<file path="config.mk">
export PLATFORM = sky130hd
export DESIGN_NAME = operand_fetch_stage
export DESIGN_NICKNAME = d
export VERILOG_FILES = /design/src/rtl/operand_fetch_stage.sv
export SDC_FILE = /design/constraint.sdc
export NUM_CORES = 1
export LEC_CHECK = 0
export ABC_AREA = 0
export BUFFER_PORTS_ARGS = -buffer_cell sky130_fd_sc_hd__buf_4
export CORE_UTILIZATION = 49
export CTS_CLUSTER_SIZE = 14
export DETAILED_ROUTE_END_ITERATION = 8
export PLACE_DENSITY = 0.83
export RECOVER_POWER = 25
export SETUP_SLACK_MARGIN = 0.15
export SYNTH_ARGS = -nofsm -noshare
export SYNTH_HDL_FRONTEND = slang
export SYNTH_SLANG_ARGS = --single-unit
</file>
<file path="constraint.sdc">
create_clock -name clk -period 2.7 [get_ports clk]
set_clock_uncertainty 0.05 [all_clocks]
set_input_delay 0.54 -clock clk [delete_from_list [all_inputs] [get_ports clk]]
set_output_delay 0.54 -clock clk [all_outputs]
set_load 0.01 [all_outputs]
</file>
<file path="src/rtl/operand_fetch_stage.sv">
// ID->EX operand stage: reads the register file, bypasses EX/MEM/WB results, and registers the operands into the ID/EX pipeline register.
// Latency: 1 cycle from id accept to ex_valid. A load followed by a dependent instruction costs exactly one bubble.
// Backpressure: id_ready = (ID/EX empty or EX ready) and no load-use hazard. While EX is stalled, all ID/EX fields hold.
module operand_fetch_stage #(
  parameter int DATA_W = 32,
  parameter int ADDR_W = 5,
  parameter int CNT_W  = 16
) (
  input  logic              clk,
  input  logic              rst_n,
  input  logic              id_valid,
  output logic              id_ready,
  input  logic [ADDR_W-1:0] id_rs,
  input  logic [ADDR_W-1:0] id_rt,
  input  logic              id_uses_rs,
  input  logic              id_uses_rt,
  input  logic [ADDR_W-1:0] id_dest,
  input  logic              id_is_load,
  output logic [ADDR_W-1:0] ra1,
  output logic [ADDR_W-1:0] ra2,
  input  logic [DATA_W-1:0] rd1,
  input  logic [DATA_W-1:0] rd2,
  input  logic [DATA_W-1:0] ex_res,
  input  logic              mem_we,
  input  logic [ADDR_W-1:0] mem_wa,
  input  logic [DATA_W-1:0] mem_wd,
  input  logic              wb_we,
  input  logic [ADDR_W-1:0] wb_wa,
  input  logic [DATA_W-1:0] wb_wd,
  input  logic              flush,
  input  logic              ex_ready,
  output logic              ex_valid,
  output logic [DATA_W-1:0] ex_op_a,
  output logic [DATA_W-1:0] ex_op_b,
  output logic [ADDR_W-1:0] ex_dest,
  output logic              ex_is_load,
  output logic [CNT_W-1:0]  stall_cnt
);

  // ID/EX pipeline register state and its next-state values
  logic              ex_valid_q, ex_valid_d;
  logic [DATA_W-1:0] ex_op_a_q, ex_op_a_d;
  logic [DATA_W-1:0] ex_op_b_q, ex_op_b_d;
  logic [ADDR_W-1:0] ex_dest_q, ex_dest_d;
  logic              ex_is_load_q, ex_is_load_d;
  logic [CNT_W-1:0]  stall_cnt_q, stall_cnt_d;

  logic              ex_fwd_en;
  logic              hz;
  logic              adv;
  logic [DATA_W-1:0] op_a_sel;
  logic [DATA_W-1:0] op_b_sel;

  // Bypass mux for one source, youngest producer first. The WB leg is needed
  // because the register file returns the pre-write value on a same-cycle write.
  function automatic logic [DATA_W-1:0] pick_operand(
    input logic [ADDR_W-1:0] s,
    input logic [DATA_W-1:0] rf_val,
    input logic              ex_en,
    input logic [ADDR_W-1:0] ex_d,
    input logic [DATA_W-1:0] ex_v,
    input logic              m_we,
    input logic [ADDR_W-1:0] m_wa,
    input logic [DATA_W-1:0] m_wd,
    input logic              w_we,
    input logic [ADDR_W-1:0] w_wa,
    input logic [DATA_W-1:0] w_wd
  );
    logic [DATA_W-1:0] v;
    if (s == '0)                    v = '0;
    else if (ex_en && ex_d == s)    v = ex_v;
    else if (m_we && m_wa == s)     v = m_wd;
    else if (w_we && w_wa == s)     v = w_wd;
    else                            v = rf_val;
    return v;
  endfunction

  assign ra1 = id_rs;
  assign ra2 = id_rt;

  // A load in EX has no result yet, so it must never forward from ex_res
  assign ex_fwd_en = ex_valid_q && !ex_is_load_q;

  // Operand selection for both sources
  always_comb begin
    op_a_sel = pick_operand(id_rs, rd1, ex_fwd_en, ex_dest_q, ex_res,
                            mem_we, mem_wa, mem_wd, wb_we, wb_wa, wb_wd);
    op_b_sel = pick_operand(id_rt, rd2, ex_fwd_en, ex_dest_q, ex_res,
                            mem_we, mem_wa, mem_wd, wb_we, wb_wa, wb_wd);
  end

  // Load-use hazard: only sources the instruction actually reads can stall
  assign hz = id_valid && ex_valid_q && ex_is_load_q && (ex_dest_q != '0) &&
              ((id_uses_rs && id_rs == ex_dest_q) ||
               (id_uses_rt && id_rt == ex_dest_q));

  assign adv      = !ex_valid_q || ex_ready;
  assign id_ready = adv && !hz;

  // Next-state for the ID/EX register; flush beats everything, and a held
  // entry keeps its operands because they were fully bypassed at capture
  always_comb begin
    ex_valid_d   = ex_valid_q;
    ex_op_a_d    = ex_op_a_q;
    ex_op_b_d    = ex_op_b_q;
    ex_dest_d    = ex_dest_q;
    ex_is_load_d = ex_is_load_q;
    stall_cnt_d  = stall_cnt_q;
    if (flush) begin
      ex_valid_d = 1'b0;
    end else if (adv) begin
      if (hz) begin
        ex_valid_d = 1'b0;
        if (stall_cnt_q != {CNT_W{1'b1}}) begin
          stall_cnt_d = stall_cnt_q + {{(CNT_W-1){1'b0}}, 1'b1};
        end
      end else if (id_valid) begin
        ex_valid_d   = 1'b1;
        ex_op_a_d    = op_a_sel;
        ex_op_b_d    = op_b_sel;
        ex_dest_d    = id_dest;
        ex_is_load_d = id_is_load;
      end else begin
        ex_valid_d = 1'b0;
      end
    end
  end

  // ID/EX register with asynchronous clear
  always_ff @(posedge clk or negedge rst_n) begin
    if (!rst_n) begin
      ex_valid_q   <= 1'b0;
      ex_op_a_q    <= '0;
      ex_op_b_q    <= '0;
      ex_dest_q    <= '0;
      ex_is_load_q <= 1'b0;
      stall_cnt_q  <= '0;
    end else begin
      ex_valid_q   <= ex_valid_d;
      ex_op_a_q    <= ex_op_a_d;
      ex_op_b_q    <= ex_op_b_d;
      ex_dest_q    <= ex_dest_d;
      ex_is_load_q <= ex_is_load_d;
      stall_cnt_q  <= stall_cnt_d;
    end
  end

  assign ex_valid   = ex_valid_q;
  assign ex_op_a    = ex_op_a_q;
  assign ex_op_b    = ex_op_b_q;
  assign ex_dest    = ex_dest_q;
  assign ex_is_load = ex_is_load_q;
  assign stall_cnt  = stall_cnt_q;

endmodule
</file>
Yosys cells after proc, flatten, opt, wreduce, memory -nomap -nowiden
Index checks and enable logic that the tools add are counted.
{ "classes": {"add_sub_neg": 1, "n_eq_ne": 9, "mux": 12, "bitwise_logic": 2, "n_reduce_logical": 25} }
{ "ops": {"columns": ["cell", "n"], "rows": [
  ["32-bit 2-to-1 mux", 8],
  ["5-bit equality test", 8],
  ["16-bit by 1-bit adder with 16-bit output (second input constant)", 1],
  ["16-bit inequality test (second input constant)", 1],
  ["1-bit logical AND", 14],
  ["5-bit logical NOT", 2],
  ["4-bit AND reduction", 2],
  ["5-bit nonzero test", 1],
  ["1-bit 2-to-1 mux", 4],
  ["1-bit logical NOT", 3],
  ["1-bit logical OR", 2],
  ["1-bit inverter", 2],
  ["2-bit nonzero test", 1]
]} }
{ "totals": {"register_bits": 87, "input_bits": 195, "out_inout_bits": 98, "wordCells": 55} }

Longest topological paths before layout
{ "logic_depth": {"word_depth": 7, "depth_mapped": 8} }

Worst setup path before layout
No wires, ideal clock.
{ "synth_timing": {"kind": "reg2out", "startpoint": "register ex_dest_q[1] (netlist: ex_dest[1])", "endpoint": "output id_ready", "arrival_time_ns": 2.219, "required_ns": 2.110, "setup_slack_ns": -0.109, "stages_incl_launch_ff": 8, "n_path_buf": 3, "cell_sequence": "dfrtp_1 or4_1 o211a_1 and3_1 clkbuf_1 clkbuf_1 clkbuf_1 nor3_1"} }
{ "synth_between": {"elab_chain_len": 6} }
{ "synth_rtl": {"columns": ["element", "line_no", "text"], "rows": [
  ["start, declared", "44", "logic [ADDR_W-1:0] ex_dest_q, ex_dest_d;"],
  ["start signal, assigned", "142", "ex_dest_q <= ex_dest_d;"],
  ["5-bit equality test (on tied branches)", "94, 95", null],
  ["1-bit logical AND (on tied branches)", "94, 95", null],
  ["1-bit logical OR", "94", "((id_uses_rs && id_rs == ex_dest_q) ||"],
  ["1-bit logical AND (*)", "93", "assign hz = id_valid && ex_valid_q && ex_is_load_q && (ex_dest_q != '0) &&"],
  ["1-bit logical NOT (*)", "98", "assign id_ready = adv && !hz;"],
  ["1-bit logical AND (*)", "98", null],
  ["end, declared", "12", "output logic id_ready,"]
]} }
Mark *: on every way between the ends. The rest lies on a longest branch, timed or not.

Worst setup path in the final report
{ "layout_timing": {"startpoint": "register ex_dest_q[4] (netlist: ex_dest[4])", "endpoint": "output id_ready"} }
Same word-level chain as after synthesis.

==> metrics.md <==
| Metric | Value |
|---|---|
| Layout area overhead | 42.9% |
| Final Instance Area | ~0.0095 sq mm |
| Drt via density | roughly 6.7 |
| Flop pwr share | 0.375 |
| Yosys reg bits | 87 |
| TritonCTS sink count | 87 |
| Critical Path RT | 2.11 ns |
| Dpl cells | roughly 1200 |
| H-tree depth | 3 |
| Fmax | between 0.3 and 0.4 GHz |
| Crit path kind | flop to output pin |
| Number of global-route vias before repair | around 7800 |
| Final wirelength | 28.4 mm |
| Least-Margin Pin Slew | ~1.3 ns |
| Setup TNS | 0 ns |
| Clk slew on worst S/H paths | 0.07 ns |
| Worst setup SP type | flop |
| Layout cell share with drive strength beyond 1 | 0.371 |
| Wirelength per Cell | around 23 microns |
| Number of port buffers | about 290 |
| Fin cells | 1240 |
| CTS Buffer Depth | 2 |
| GPL Wtd Cong | 0.908 |
| Worst VDD drop | approximately 290 uV |
| Placed cell area | around 0.0090 sq mm |
| Endpoints failing setup | 0 |
| First-pass GRT wire length | roughly 43 mm |
| Min-delay worst type | input pin to flop |
| Synth cell types | 40 |
| Final antenna-violating net count | 0 |
| Fin. max-slew vios | 0 |
| Die area | roughly 0.014 sq mm |
| Leakage | between 4 and 5 nW |
| TritonCTS clock tree | yes |
| Starting Density | 0.502 |
| Fin crit period | about 2.6 ns |
| Cell Pwr Density | 458 mW/mm^2 |
| YS warnings | 0 |
| Row count | 42 |
| Mapped Area | between 0.006 and 0.007 sq mm |
| Die Y | between 100 and 150 microns |
| Largest net degree at the start of global routing | 46 |
| Slew headroom | 0.151 |
| DP HPWL | just under 20 mm |
| Max Cap Violations | 0 |
| Gr usage total | 0.399 |
| Die Width | about 120 microns |
| Layout Nets | ~1300 |
| Sequential area share after synthesis | 0.329 |
| Crit path DAT | a little over 2 ns |
| Status | finished, final reports clean |
| Combinational share of power | 0.336 |
| Clk_lat worst skew | between 0.3 and 0.4 ns |
| Int Pwr | around 2.8 mW |
| Via Count | around 8300 |
| DR pass1 iterations | 5 |
| Period Utilization, post-route | 0.973 |
| Post-synth net total | 1009 |
| Root buffer cell | clkbuf_16 |
| N_diodes | 0 |
| Syn Area/Cell | just over 8 sq um |
| Clk pwr share | 0.290 |
| Num CTS Buffers | 9 |
| Mapped Cells | between 800 and 900 |
| CP endpoint kind | output pin |
| GRT overflow | 0 |
| Sw frac | 0.342 |
| Core area | roughly 0.013 sq mm |
| DR iter-0 viols | about 1300 |
| Switching pwr | ~1.5 mW |
| # DRC | 0 |
| # IOs | around 290 |
| Fin. Hold Viols | 0 |
| Initial antenna violation count | 0 |
| Critical path fanouts, max | 6 |
| Unrepaired setup endpoints after global routing | true |
## placed cells by master (no fill, tap or decap), types with 3 or more instances in the layout
cell       synthesis  final
a2111o_1           3      3
a2111oi_0          5      5
a211oi_1          70     68
a21oi_1            4      4
and2_1            37     37
and3_1             7      5
buf_12             0      3
buf_4             10    331
buf_6              6      7
clkbuf_16          0      9
dfrtp_1           87     85
inv_1              4      4
inv_6              0      4
mux2_2             7      7
nand2_1           10     10
nand3_1           68     66
nand3b_1           3      3
nand4_1           69     69
nor2_1           129    129
nor3_1             7      5
o311ai_1          58     50
o311ai_2           0     12
o31ai_1           65     65
xnor2_1           14     12
xor2_1            31     31
## path summary, 6_finish.rpt
check	start	end	slack (ns)	cells after the start
hold reg to reg	stall_cnt[7]$_DFFE_PN0P_	stall_cnt[7]$_DFFE_PN0P_	0.46	1
setup reg to reg	ex_dest[4]$_DFFE_PN0P_	ex_op_a[15]$_DFFE_PN0P_	0.19	6
setup / recovery	ex_dest[4]$_DFFE_PN0P_	id_ready	0.07	5
hold / removal	flush	ex_valid$_DFFE_PN0P_	0.32	2
min in group asynchronous	rst_n	ex_dest[1]$_DFFE_PN0P_	0.40	1
max in group asynchronous	rst_n	ex_op_b[10]$_DFFE_PN0P_	0.46	2
## synthesized netlist by cell type, drive strengths merged
| library cell | count | share of area |
|---|---|---|
| nor2 | 129 | 0.073 |
| dfrtp | 87 | 0.33 |
| clkbuf | 86 | 0.049 |
| a211oi | 70 | 0.079 |
| nand4 | 69 | 0.065 |
| nand3 | 68 | 0.051 |
| o31ai | 65 | 0.074 |
| o311ai | 62 | 0.082 |
| and2 | 37 | 0.035 |
| xor2 | 31 | 0.041 |
| buf | 22 | 0.025 |
| xnor2 | 14 | 0.019 |
| nand2 | 10 | 0.0057 |
| nor3 | 8 | 0.0068 |
| and3 | 7 | 0.0066 |
| mux2 | 7 | 0.012 |
| a2111oi | 5 | 0.0066 |
| a21oi | 4 | 0.0030 |
| inv | 4 | 0.0023 |
| a2111o | 3 | 0.0051 |
| nand3b | 3 | 0.0034 |
| a21o | 2 | 0.0023 |
| nor2b | 2 | 0.0019 |
| nor4 | 2 | 0.0019 |
| o211a | 2 | 0.0030 |
| o211ai | 2 | 0.0023 |
| o21a | 2 | 0.0023 |
| o221ai | 2 | 0.0026 |
| or2 | 2 | 0.0019 |
| and4 | 1 | 0.0013 |
| ha | 1 | 0.0019 |
| nand2b | 1 | 0.00095 |
| o21ai | 1 | 0.00076 |
| or4 | 1 | 0.0011 |
| or4bb | 1 | 0.0017 |
## area by class of cell
type / count / area (sq um)
multi-input combinational: 614 / 4120
fill: 1074 / 3740
timing repair buffer: 343 / 2630
sequential: 87 / 2180
clock buffer: 9 / 225
tap: 176 / 220
clock inverter: 7 / 62.6
inverter: 4 / 15.0
## critical path, stage by stage (launching register included)
cell and delay, ns:
dfrtp_2 0.41, or4_4 0.54, o211a_1 0.26, and3_4 0.23, nor3_4 0.14, buf_6 0.13
## state kept, by name, indices dropped and copies added, names as in the netlist
name	cells
stall_cnt	16
ex_valid	1
ex_op_a	32
ex_dest	5
ex_op_b	32
ex_is_load	1
## power by group through the flow
stage	Sequential, mW	Clock (mW)	Combinational (mW)
after floorplan	1.70	0	0.524
after global placement	1.64	0	1.36
after detailed placement	1.64	0	1.38
after CTS	1.61	1.25	1.40
after global routing	1.64	1.31	1.53
final	1.62	1.25	1.45
## per-stage QoR
| step | hold WS [ns] | setup slack, ns | power (mW) | util |
|---|---|---|---|---|
| after floorplan | 0.194 | 0.126 | 2.22 | - |
| after global placement | 0.438 | 0.139 | 3.00 | 0.684 |
| after detailed placement | 0.445 | 0.0275 | 3.02 | 0.684 |
| after CTS | 0.180 | 0.0852 | 4.27 | 0.709 |
| after global routing | 0.324 | 0.0223 | 4.48 | 0.717 |
| final | 0.315 | 0.0728 | 4.33 | 0.717 |
## logic make-up (layout without fill, tap and decap cells)
| kind of cell | after synthesis | after routing | synth area share |
|---|---|---|---|
| AO/OA/AOI/OAI | 220 | 220 | 0.263 |
| XOR/XNOR | 45 | 45 | 0.0596 |
| adder cells (fa/ha/maj) | 1 | 1 | 0.00189 |
| buffers and inverters | 112 | 363 | 0.0762 |
| flip-flops | 87 | 87 | 0.329 |
| multiplexers | 7 | 7 | 0.0119 |
| AND/OR/NAND/NOR | 341 | 341 | 0.258 |
## what timing repair did
item                       CTS  global route
gates resized for setup      5            23
setup buffers                2             0
hold buffers                 0             0
setup endpoints to repair   60            54
pin swaps                    1             0
## routing by layer
metal	global-route usage	routed length [microns]	vias up	share of wire
met4	0.202	1430	0	0.050
met2	0.629	13200	716	0.46
li1	-	-	3592	-
met5	0	0	-	0
met3	0.0859	3350	116	0.12
met1	0.516	10400	3904	0.37
No activity file was read; power rests on OpenSTA's default activity.
